**src/rtl/alu_pkg.sv**
```systemverilog
// Shared op codes and FSM state encoding for the bit-serial ALU sequencer.
package alu_pkg;

    localparam int unsigned OP_W = 3;

    localparam logic [OP_W-1:0] OP_AND = 3'b000;
    localparam logic [OP_W-1:0] OP_OR  = 3'b010;
    localparam logic [OP_W-1:0] OP_XOR = 3'b011;
    localparam logic [OP_W-1:0] OP_ADD = 3'b100;

    typedef enum logic [1:0] {
        ST_IDLE = 2'd0,
        ST_RUN  = 2'd1,
        ST_DONE = 2'd2
    } state_t;

endpackage

```
**src/rtl/alu_bit.sv**
```systemverilog
// Combinational 1-bit ALU slice; unsupported op codes drive y=1, cout=0.
module alu_bit
    import alu_pkg::*;
(
    input  logic [OP_W-1:0] op,
    input  logic            a,
    input  logic            b,
    input  logic            cin,
    output logic            y,
    output logic            cout
);

    always_comb begin
        y    = 1'b1;
        cout = 1'b0;
        case (op)
            OP_AND: y = a & b;
            OP_OR:  y = a | b;
            OP_XOR: y = a ^ b;
            OP_ADD: begin
                y    = a ^ b ^ cin;
                cout = (a & b) | (a & cin) | (b & cin);
            end
            default: ;
        endcase
    end

endmodule

```
**src/rtl/alu_serial_ctrl.sv**
```systemverilog
// Bit-serial ALU sequencer: steps WIDTH-bit operands LSB-first through one
// alu_bit slice, assembling the result in a right-shifting register.
module alu_serial_ctrl
    import alu_pkg::*;
#(
    parameter int unsigned WIDTH = 8
) (
    input  logic             clk,
    input  logic             rst,
    input  logic             start,
    input  logic [OP_W-1:0]  op,
    input  logic [WIDTH-1:0] a,
    input  logic [WIDTH-1:0] b,
    output logic             busy,
    output logic             done,
    output logic [WIDTH-1:0] result,
    output logic             carry_out
);

    localparam int unsigned CNT_W = (WIDTH > 1) ? $clog2(WIDTH) : 1;
    localparam logic [CNT_W-1:0] CNT_LAST = CNT_W'(WIDTH - 1);

    state_t           r_state;
    logic [WIDTH-1:0] r_a;
    logic [WIDTH-1:0] r_b;
    logic [OP_W-1:0]  r_op;
    logic [CNT_W-1:0] r_cnt;
    logic             r_carry;
    logic [WIDTH-1:0] r_result;
    logic             r_busy;
    logic             r_done;
    logic             r_carry_out;

    logic w_y;
    logic w_cout;

    alu_bit u_alu_bit (
        .op   (r_op),
        .a    (r_a[0]),
        .b    (r_b[0]),
        .cin  (r_carry),
        .y    (w_y),
        .cout (w_cout)
    );

    // Sequencer: DONE accepts a new start just like IDLE for back-to-back ops.
    always_ff @(posedge clk) begin
        if (rst) begin
            r_state     <= ST_IDLE;
            r_a         <= '0;
            r_b         <= '0;
            r_op        <= '0;
            r_cnt       <= '0;
            r_carry     <= 1'b0;
            r_result    <= '0;
            r_busy      <= 1'b0;
            r_done      <= 1'b0;
            r_carry_out <= 1'b0;
        end else begin
            case (r_state)
                ST_IDLE, ST_DONE: begin
                    r_done <= 1'b0;
                    if (start) begin
                        r_a         <= a;
                        r_b         <= b;
                        r_op        <= op;
                        r_cnt       <= '0;
                        r_carry     <= 1'b0;
                        r_result    <= '0;
                        r_carry_out <= 1'b0;
                        r_busy      <= 1'b1;
                        r_state     <= ST_RUN;
                    end else begin
                        r_state <= ST_IDLE;
                    end
                end
                ST_RUN: begin
                    r_result <= {w_y, r_result[WIDTH-1:1]};
                    r_a      <= r_a >> 1;
                    r_b      <= r_b >> 1;
                    r_carry  <= w_cout;
                    // The last bit is consumed while the counter holds WIDTH-1.
                    if (r_cnt == CNT_LAST) begin
                        r_carry_out <= w_cout;
                        r_busy      <= 1'b0;
                        r_done      <= 1'b1;
                        r_state     <= ST_DONE;
                    end else begin
                        r_cnt <= r_cnt + CNT_W'(1);
                    end
                end
                default: begin
                    r_busy  <= 1'b0;
                    r_done  <= 1'b0;
                    r_state <= ST_IDLE;
                end
            endcase
        end
    end

    assign busy      = r_busy;
    assign done      = r_done;
    assign result    = r_result;
    assign carry_out = r_carry_out;

endmodule

```
**config.mk**
```make
export PLATFORM = sky130hd
export DESIGN_NAME = alu_serial_ctrl
export DESIGN_NICKNAME = d
export VERILOG_FILES = /design/src/rtl/alu_pkg.sv /design/src/rtl/alu_bit.sv /design/src/rtl/alu_serial_ctrl.sv
export SDC_FILE = /design/constraint.sdc
export NUM_CORES = 1
export LEC_CHECK = 0
export CELL_PAD_IN_SITES_DETAIL_PLACEMENT = 0
export CELL_PAD_IN_SITES_GLOBAL_PLACEMENT = 1
export CORE_MARGIN = 2
export CORE_UTILIZATION = 37
export CTS_CLUSTER_SIZE = 20
export DETAILED_ROUTE_END_ITERATION = 8
export PLACE_DENSITY = 0.75
export REMOVE_ABC_BUFFERS = 1
export SYNTH_ARGS = -nofsm -noshare
export SYNTH_HDL_FRONTEND = slang
export SYNTH_HIERARCHICAL = 1
export SYNTH_SLANG_ARGS = --single-unit
```
**constraint.sdc**
```tcl
create_clock -name clk -period 2.2 [get_ports clk]
set_clock_uncertainty 0.2 [all_clocks]
set_input_delay 0.22 -clock clk [delete_from_list [all_inputs] [get_ports clk]]
set_output_delay 0.22 -clock clk [all_outputs]
set_load 0.005 [all_outputs]
```
==> impl_metrics.yaml <==
worst_setup_path:
  slowest_stage: "or3b_2"
  cp_cell_sequence: "ha_1, ha_1, or3b_2, nand3_1, a21oi_1"
  cp.arrival_ns: 1.76
  cp_max_fo: 6
  reg2reg_depth: 5
  r2r-end: "r_cnt[0]"
  cp-end-kind: "flop"
  path_depth: 5
  crit_start: "r_cnt[0]"
  crit_path_end: "r_cnt[0]"
  cp_slowest_stage_delay_ns: 0.53
  required_ns: 2.15
  crit_type: "flop to flop"
  worst_path_most_repeated_cell: "ha_1"
  r2r_slack_ns: 0.39
  r2r_start: "r_cnt[0]"
  start_kind: "flop"
  critical_path.top_delay_family: "simple AND/OR/NAND/NOR gates"
  path_buf_inv: 0
run_status:
  status: "completed"
drt:
  drcViolationCount: 0
  wl_mm: 3.452
  first_pass_iters: 4
  drt_iter0_markers: 54
  drt-vias-per-instance: 5.210
  dr_total_vias: 1412
  ant_nets: 0
  wl_per_cell_um: 12.74
timing:
  slew_headroom_pct: 70.97
  finalSetupViolations: 0
  max_freq_mhz: 551.0
  slew_violations: 0
  finalSetupTns_ns: 0
  finalCriticalPeriod_ns: 1.815
  hold_viol: 0
  worst_pin_slew_ns: 0.4354
  fin_ws_ns: 0.3852
  fin_crit_sh_pct: 82.49
  rsz0062_at_grt: "false"
power:
  switching_share_pct: 25.50
  pwr-share-clk_pct: 33.6
  p_seq_share_pct: 50.9
  ir_drop_mv: 0.3588
  switching_power_uw: 358.7
  power_density_nw_per_um2: 681.4
  pwr-share-comb_pct: 15.5
  power.internal_uw: 1048
  leakage_uw: 0.0007362
yosys:
  synth_common_cells: "nand2_1, dfxtp_1, a21oi_1, nor2_1, nand3_1"
  yosysTopAreaCell: "dfxtp_1"
  yosysTopAreaCellShare_pct: 43.67
  yosys.area_share.simple_pct: 23.81
  synth-edff-count: 0
  synthAdderAreaFrac_pct: 4.246
  yosysSeqAreaShare_pct: 43.67
  synth-seq-cells: 36
  synth_area_leaders: "dfxtp_1, nand2_1, a311oi_2, a21oi_1, nand3_1"
  yosys_warnings: 6
  synthMuxAreaShare_pct: 0
  syn_area_sq_um: 1650
  synth_top_family_by_area: "simple AND/OR/NAND/NOR gates"
  yosys.cell_count.top_type: "nand2_1"
  syn_avg_cell_area_sq_um: 8.686
  yosys.area_share.xor_xnor_pct: 0
  async_flop_share_pct: 0
  yosysUniqueCellTypes: 29
  synth_cells: 190
  synth_compound_area_share_pct: 20.47
  yosys_most_used_dff: "dfxtp_1"
placement:
  io_buffers: 32
  dp.cells: 263
  dp_hpwl_mm: 2.369
  routabilityCongestion: 0.7811
  place_ws_ns: 0.3970
clock_tree:
  path_clk_slew_ns: 0.07
  clockRootBuffer: "clkbuf_8"
  cts_tree: "done"
  cts.path.max_buffers: 2
  postCtsResizedCells: 0
  clock_sinks: 36
  h-tree-depth: 2
  clock_latency_ns: 0.28
  numCtsBuffers: 5
  ctsHoldBuffers: 0
  cts_setup_buffers: 0
floorplan:
  coreArea_sq_um: 4324
  rows: 24
  fp.dieW_um: 70.79
  fp.dieArea_sq_um: 5011
  io_pins: 33
  initial_core_util_pct: 38.17
  die_h_um: 70.79
global_route:
  grt_max_degree: 37
  use_met2_pct: 27.00
  grt_pass1_vias: 1400
  grt_busiest_layer: "met2"
  grt_pass1_wl_mm: 5.920
  antenna_found_initial: 0
  grt_usage_pct: 14.82
  overflow: 0
  grt_use_met3_pct: 4.986
  use_met1_pct: 15.28
worst_hold_path:
  hp-class: "flop to flop"
finish:
  diodes: 0
  final_util_pct: 47.74
  drive_above_1_share_pct: 13.24
  num-nets-final: 245
  stdcell_count: 271
  syn_to_final_growth_pct: 25.09
job:
  cap_violations: 0
[cell families after synthesis]
logic type / after synthesis
simple gates: 90
compound gates: 39
flops: 36
buf+inv: 20
fa+ha+maj: 5
[per-stage QoR]
stage                     area (sq um)  total power [uW]  hold WS, ns
final                             2064              1407       0.2678
after global routing              2064              1479       0.2781
after CTS                         2064              1429       0.2721
after detailed placement          1974             950.7       0.2625
after global placement            1974             937.8       0.2504
after floorplan                   1536             846.0      0.08786
[flip-flops by register name, indices dropped and copies added (netlist names)]
name       cells
busy           1
carry_out      1
done           1
r_a            8
r_b            8
r_carry        1
r_cnt          3
r_op           3
r_state        2
result         8
[cell type report]
class                      instances  area, sq um
tap                               52        65.06
sequential                        36        720.7
clock buffer                       8        90.09
timing repair buffer              37        370.4
inverter                           4        15.01
multi-input combinational        134        803.3
fill                             435         2260
[worst min-delay path by stage]
stage | depth (start not counted) | slack (ns) | from | endpoint
6_report | 2 | 0.27 | result[3] | result[2]
5_1_grt | 3 | 0.28 | a[7] | r_a[7]
4_1_cts | 2 | 0.27 | result[3] | result[2]
3_5_place_dp | 2 | 0.26 | result[3] | result[2]
3_3_place_gp | 2 | 0.25 | result[7] | result[6]
2_1_floorplan | 1 | 0.09 | rst | r_a[2]
[power by group through the flow]
stage               sequential, uW  clock [uW]  combinational (uW)
floorplan                      724           0                 122
global placement               728           0                 210
detailed placement             730           0                 220
CTS                            716         492                 221
global route                   721         517                 241
finish                         716         473                 218
[routing by layer]
metal | wire length [um] | part of all wire, % | vias to the layer above
met4 | 80 | 2.3 | 0
met3 | 170 | 4.9 | 10
li1 | - | - | 704
met5 | 0 | 0 | -
met1 | 1494 | 43 | 666
met2 | 1706 | 49 | 32
[layout by cell type, fill, tap and decap left out, types with 2 or more instances in the layout]
cell type,n
a21oi_1,20
a311oi_1,3
a311oi_2,11
buf_4,4
clkbuf_1,2
clkbuf_8,6
clkdlybuf4s50_1,32
dfxtp_1,36
ha_1,4
inv_1,3
nand2_1,47
nand2b_1,2
nand3_1,15
nor2_1,17
nor3_1,2
[tightest hold or removal path: stages (launching register included)]
cell     delay, ns
dfxtp_1       0.32
nand2_1       0.05
a21oi_1       0.05
(Power assumes the default switching activity.)
